`src/rtl/bin2bcd_seq.sv`:
```
// Sequential binary-to-BCD converter (shift-and-add-3), one bit per cycle, start/busy/done.
// Define BIN2BCD_OVF_EN to keep the sticky overflow flag; otherwise ovf_o is tied low.
module bin2bcd_seq #(
  parameter int unsigned K = 2
) (
  input  logic           clk_i,
  input  logic           rst_i,
  input  logic           start_i,
  input  logic [4*K-1:0] bin_i,
  output logic           busy_o,
  output logic           done_o,
  output logic [4*K-1:0] bcd_o,
  output logic           ovf_o
);

  localparam int unsigned W    = 4 * K;
  localparam int unsigned CntW = $clog2(W + 1);

  typedef enum logic [1:0] {StIdle, StConv, StDone} state_e;

  state_e          state_q, state_d;
  logic [CntW-1:0] cnt_q, cnt_d;
  logic [W-1:0]    work_q, work_d;
  logic [W-1:0]    sh_q, sh_d;
  logic [W-1:0]    bcd_q, bcd_d;
  logic            busy_q, busy_d;
  logic            done_q, done_d;
  logic            accept;
  logic [W-1:0]    adj;
  logic [3:0]      dig;
  // Bit W is the carry shifted out of the top digit.
  logic [W:0]      shifted;
  logic            last;

  always_comb begin
    adj = '0;
    dig = '0;
    for (int unsigned i = 0; i < K; i++) begin
      dig = work_q[4*i +: 4];
      adj[4*i +: 4] = (dig >= 4'd5) ? dig + 4'd3 : dig;
    end
  end

  assign shifted = {adj, sh_q[W-1]};
  assign last    = (cnt_q == CntW'(1));

  always_comb begin
    state_d = state_q;
    cnt_d   = cnt_q;
    work_d  = work_q;
    sh_d    = sh_q;
    bcd_d   = bcd_q;
    done_d  = 1'b0;
    accept  = 1'b0;
    unique case (state_q)
      StIdle: accept = start_i;
      StConv: begin
        work_d = shifted[W-1:0];
        sh_d   = {sh_q[W-2:0], 1'b0};
        cnt_d  = cnt_q - CntW'(1);
        if (last) begin
          state_d = StDone;
          bcd_d   = shifted[W-1:0];
          done_d  = 1'b1;
        end
      end
      StDone: begin
        accept  = start_i;
        state_d = StIdle;
      end
      default: state_d = StIdle;
    endcase
    if (accept) begin
      state_d = StConv;
      sh_d    = bin_i;
      work_d  = '0;
      cnt_d   = CntW'(W);
    end
    busy_d = (state_d == StConv);
  end

  always_ff @(posedge clk_i or posedge rst_i) begin
    if (rst_i) begin
      state_q <= StIdle;
      cnt_q   <= '0;
      work_q  <= '0;
      sh_q    <= '0;
      bcd_q   <= '0;
      busy_q  <= 1'b0;
      done_q  <= 1'b0;
    end else begin
      state_q <= state_d;
      cnt_q   <= cnt_d;
      work_q  <= work_d;
      sh_q    <= sh_d;
      bcd_q   <= bcd_d;
      busy_q  <= busy_d;
      done_q  <= done_d;
    end
  end

`ifdef BIN2BCD_OVF_EN
  logic carry_q, carry_d;
  logic ovf_q, ovf_d;

  always_comb begin
    carry_d = carry_q;
    ovf_d   = ovf_q;
    if (accept) begin
      carry_d = 1'b0;
    end else if (state_q == StConv) begin
      carry_d = carry_q | shifted[W];
      if (last) ovf_d = carry_d;
    end
  end

  always_ff @(posedge clk_i or posedge rst_i) begin
    if (rst_i) begin
      carry_q <= 1'b0;
      ovf_q   <= 1'b0;
    end else begin
      carry_q <= carry_d;
      ovf_q   <= ovf_d;
    end
  end

  assign ovf_o = ovf_q;
`else
  logic unused_msb;
  assign unused_msb = shifted[W];
  assign ovf_o      = 1'b0;
`endif

  assign busy_o = busy_q;
  assign done_o = done_q;
  assign bcd_o  = bcd_q;

endmodule

```
`config.mk`:
```
export PLATFORM = sky130hd
export DESIGN_NAME = bin2bcd_seq
export DESIGN_NICKNAME = d
export VERILOG_FILES = /design/src/rtl/bin2bcd_seq.sv
export SDC_FILE = /design/constraint.sdc
export NUM_CORES = 1
export LEC_CHECK = 0
export BUFFER_PORTS_ARGS = -buffer_cell sky130_fd_sc_hd__clkbuf_2
export CAP_MARGIN = 20
export CORE_MARGIN = 3
export CORE_UTILIZATION = 50
export DETAILED_ROUTE_END_ITERATION = 8
export HOLD_SLACK_MARGIN = 0.12
export PLACE_DENSITY = 0.74
export SETUP_SLACK_MARGIN = 0.3
export SLEW_MARGIN = 20
export SYNTH_ARGS = -nofsm -noshare
export SYNTH_HDL_FRONTEND = slang
export SYNTH_SLANG_ARGS = --single-unit
```
`constraint.sdc`:
```
create_clock -name clk_i -period 1.4 [get_ports clk_i]
set_input_delay 0.21 -clock clk_i [delete_from_list [all_inputs] [get_ports clk_i]]
set_output_delay 0.21 -clock clk_i [all_outputs]
set_load 0.02 [all_outputs]
```
==> metrics.yaml <==
synthesis:
  post_synth.cell_area_avg_um2: 10.9
  synth_seq_cells: 32
  synth_xor_area_share_pct: 2.34
  syn-instance-count: 137
  yosys.area_share.simple_pct: 15.3
  yosys.area_share.adder_pct: 5.02
  synth_top_family_by_area: "simple AND/OR/NAND/NOR gates"
  synthDistinctLibCells: 32
  synth_area_mm2: 0.00150
  synthFlopType: "dfrtp_1"
  synth_edf_count: 0
  muxShareOfSynthArea_pct: 5.10
  synth_compound_area_share_pct: 13.4
  synthArstFlopShare_pct: 100
  ys_warn_count: 0
  syn-num-nets: 154
  ys_seq_area_share_pct: 53.6
clock_network:
  clk_latency_ns: 0.33
  cts_root_buffer: "clkbuf_4"
  tritoncts: "done"
  cts_max_level: 2
  path_clk_slew_ns: 0.10
  clock-sinks: 32
  cts_buffers: 5
  clockBufferDepth: 2
sta:
  tns_ns: -0.237
  clock_skew_ns: 0.0126
  holdWs_ns: 0.167
  timing_hold_violations_final: 0
  maxSlewViolCount: 0
  fin_crit_sh_pct: 104
  max_freq_ghz: 0.687
  rsz0062_at_grt: "yes"
  finalWorstSetupSlack_ns: -0.0546
  min_period_ns: 1.45
  setup_viol: 5
global_routing:
  grt_max_degree: 33
  antenna_found_initial: 0
  grt_pass1_vias: 1251
  grt_pass1_wl_mm: 5.77
  grt_overflow_total: 0
  track_usage_pct: 22.2
finish:
  antennaDiodeCount: 0
  final_common_cell: "dfrtp_1"
  area_delta_synth_final_pct: 60.8
  nets: 219
  drive_above_1_share_pct: 56.4
  final_cells: 233
  fin_area_mm2: 0.00240
  fin_util_pct: 85.7
  layout.cells.most_common_list: "dfrtp_1 (31), buf_4 (21), nand2_1 (17), clkbuf_2 (12), dlygate4sd3_1 (9)"
placement:
  placed_area_mm2: 0.00175
  place.gp.congestion: 0.799
  hpwlAfterDp_mm: 2.08
  io_buffers: 20
  dp_cells: 197
die:
  num_rows: 19
  die_h_um: 60.7
  start_util_pct: 53.3
  num_io_pins: 22
  coreArea_mm2: 0.00281
  die_w_um: 60.7
  dieArea_mm2: 0.00368
critical_path:
  critPathKind: "reg -> reg"
  crit_chain: "inv_2, ha_4, nor3b_4, nand2_4, inv_6, mux2_4"
  cpPeakStageDelay_ns: 0.40
  arrival_ns: 1.68
  crit_fanout: 6
  cp-start-kind: "flop"
  crit_path_top_delay_cell: "dfrtp_1"
  cp-end-kind: "flop"
  r2r_setup_slack_ns: -0.05
  worstPathRequired_ns: 1.62
power:
  irDropWorstVdd_mv: 1.65
  power_density_mw_per_mm2: 2500
  leakagePower_nw: 1.15
worst_hold_path:
  hold_class: "in -> reg"
routing:
  ant_nets: 0
  route.vias.total: 1286
  first_pass_iters: 4
  drtIter0Drc: 27
  remaining_drc_errors: 0
  wirelength_mm: 4.01
  post_drt_wl_per_cell_um: 17.2
  vias_per_cell: 5.52
job:
  maxCapViolations: 0
run_status:
  violations: "negative setup slack"
  outcome: "finished with violations"
[per-layer routing]
metal / vias to the layer above / track usage [%] / part of all wire, %
li1: 592 / - / -
met1: 645 / 24.0 / 39
met2: 37 / 40.0 / 54
met3: 12 / 4.89 / 3.9
met4: 0 / 12.1 / 3.6
met5: - / 0 / 0
[synthesized netlist by cell type, types with 2 or more instances]
cell type | instances | area (um2)
a22oi_1 | 7 | 52.6
o21ai_0 | 10 | 50.1
nand2b_1 | 3 | 18.8
inv_1 | 8 | 30.0
buf_2 | 2 | 10.0
buf_4 | 2 | 15.0
nor2b_1 | 2 | 12.5
nor3b_1 | 3 | 22.5
dfrtp_1 | 32 | 801
mux2_4 | 3 | 45.0
nand3_1 | 2 | 10.0
ha_1 | 6 | 75.1
mux2i_1 | 2 | 20.0
a21oi_1 | 3 | 15.0
a22o_1 | 6 | 52.6
nor3_1 | 2 | 10.0
xnor2_1 | 3 | 26.3
nand2_1 | 27 | 101
[critical path: cells and delay by family, from the launching register on]
family / cells / cell delay [ns]
buf+inv: 2 / 0.18
flops: 1 / 0.40
mux: 1 / 0.30
simple gates: 2 / 0.36
fa+ha+maj: 1 / 0.12
[path summary, 6_finish.rpt]
path | from | endpoint | cells past startpoint
max | cnt_q[1] | bcd_o[2] | 6
min | start_i | state_q[0] | 3
max reg2reg | cnt_q[1] | bcd_o[2] | 6
min reg2reg | sh_q[1] | sh_q[1] | 2
max in group asynchronous | rst_i | work_q[4] | 4
min in group asynchronous | rst_i | cnt_q[3] | 4
[cell families (layout without fill, tap and decap cells)]
kind of cell / Yosys count / after routing
multiplexers: 6 / 6
flip-flops: 32 / 32
adder cells (fa/ha/maj): 6 / 6
AO/OA/AOI/OAI: 29 / 29
other: 1 / 1
XOR/XNOR: 4 / 4
buffers and inverters: 14 / 79
AND/OR/NAND/NOR: 45 / 45
[flip-flops by register name (all words and copies together), names as in the netlist]
| signal | count |
|---|---|
| sh_q | 8 |
| bcd_o | 8 |
| cnt_q | 4 |
| done_o | 1 |
| state_q | 2 |
| work_q | 8 |
| busy_o | 1 |
[through the flow]
stage                     power [mW]  setup slack, ns
final                           6.01          -0.0546
after global routing            6.35           -0.106
after global placement          3.70         -0.00200
after floorplan                 3.20          -0.0277
after detailed placement        3.83          -0.0536
after CTS                       5.27          -0.0312
[layout make-up]
cell class,instances,area (um2)
Multi-Input combinational cell,91,870
Sequential cell,32,802
Clock buffer,6,41.3
Timing Repair Buffer,63,608
Inverter,9,38.8
Clock inverter,1,5.00
Fill cell,130,402
Tap cell,31,38.8
[timing repair]
action,CTS,global route
setup endpoints to repair,34,40
setup buffers,6,12
pin swaps,23,18
gates cloned,2,0
endpoints found under the hold margin,40,0
hold buffers,9,0
resized for setup,51,32
[power by group]
group	internal, mW	switching, mW
clock	0.185	0.296
sequential	1.33	0.414
combinational	2.08	1.71
Power figures use the tool's default switching activity.
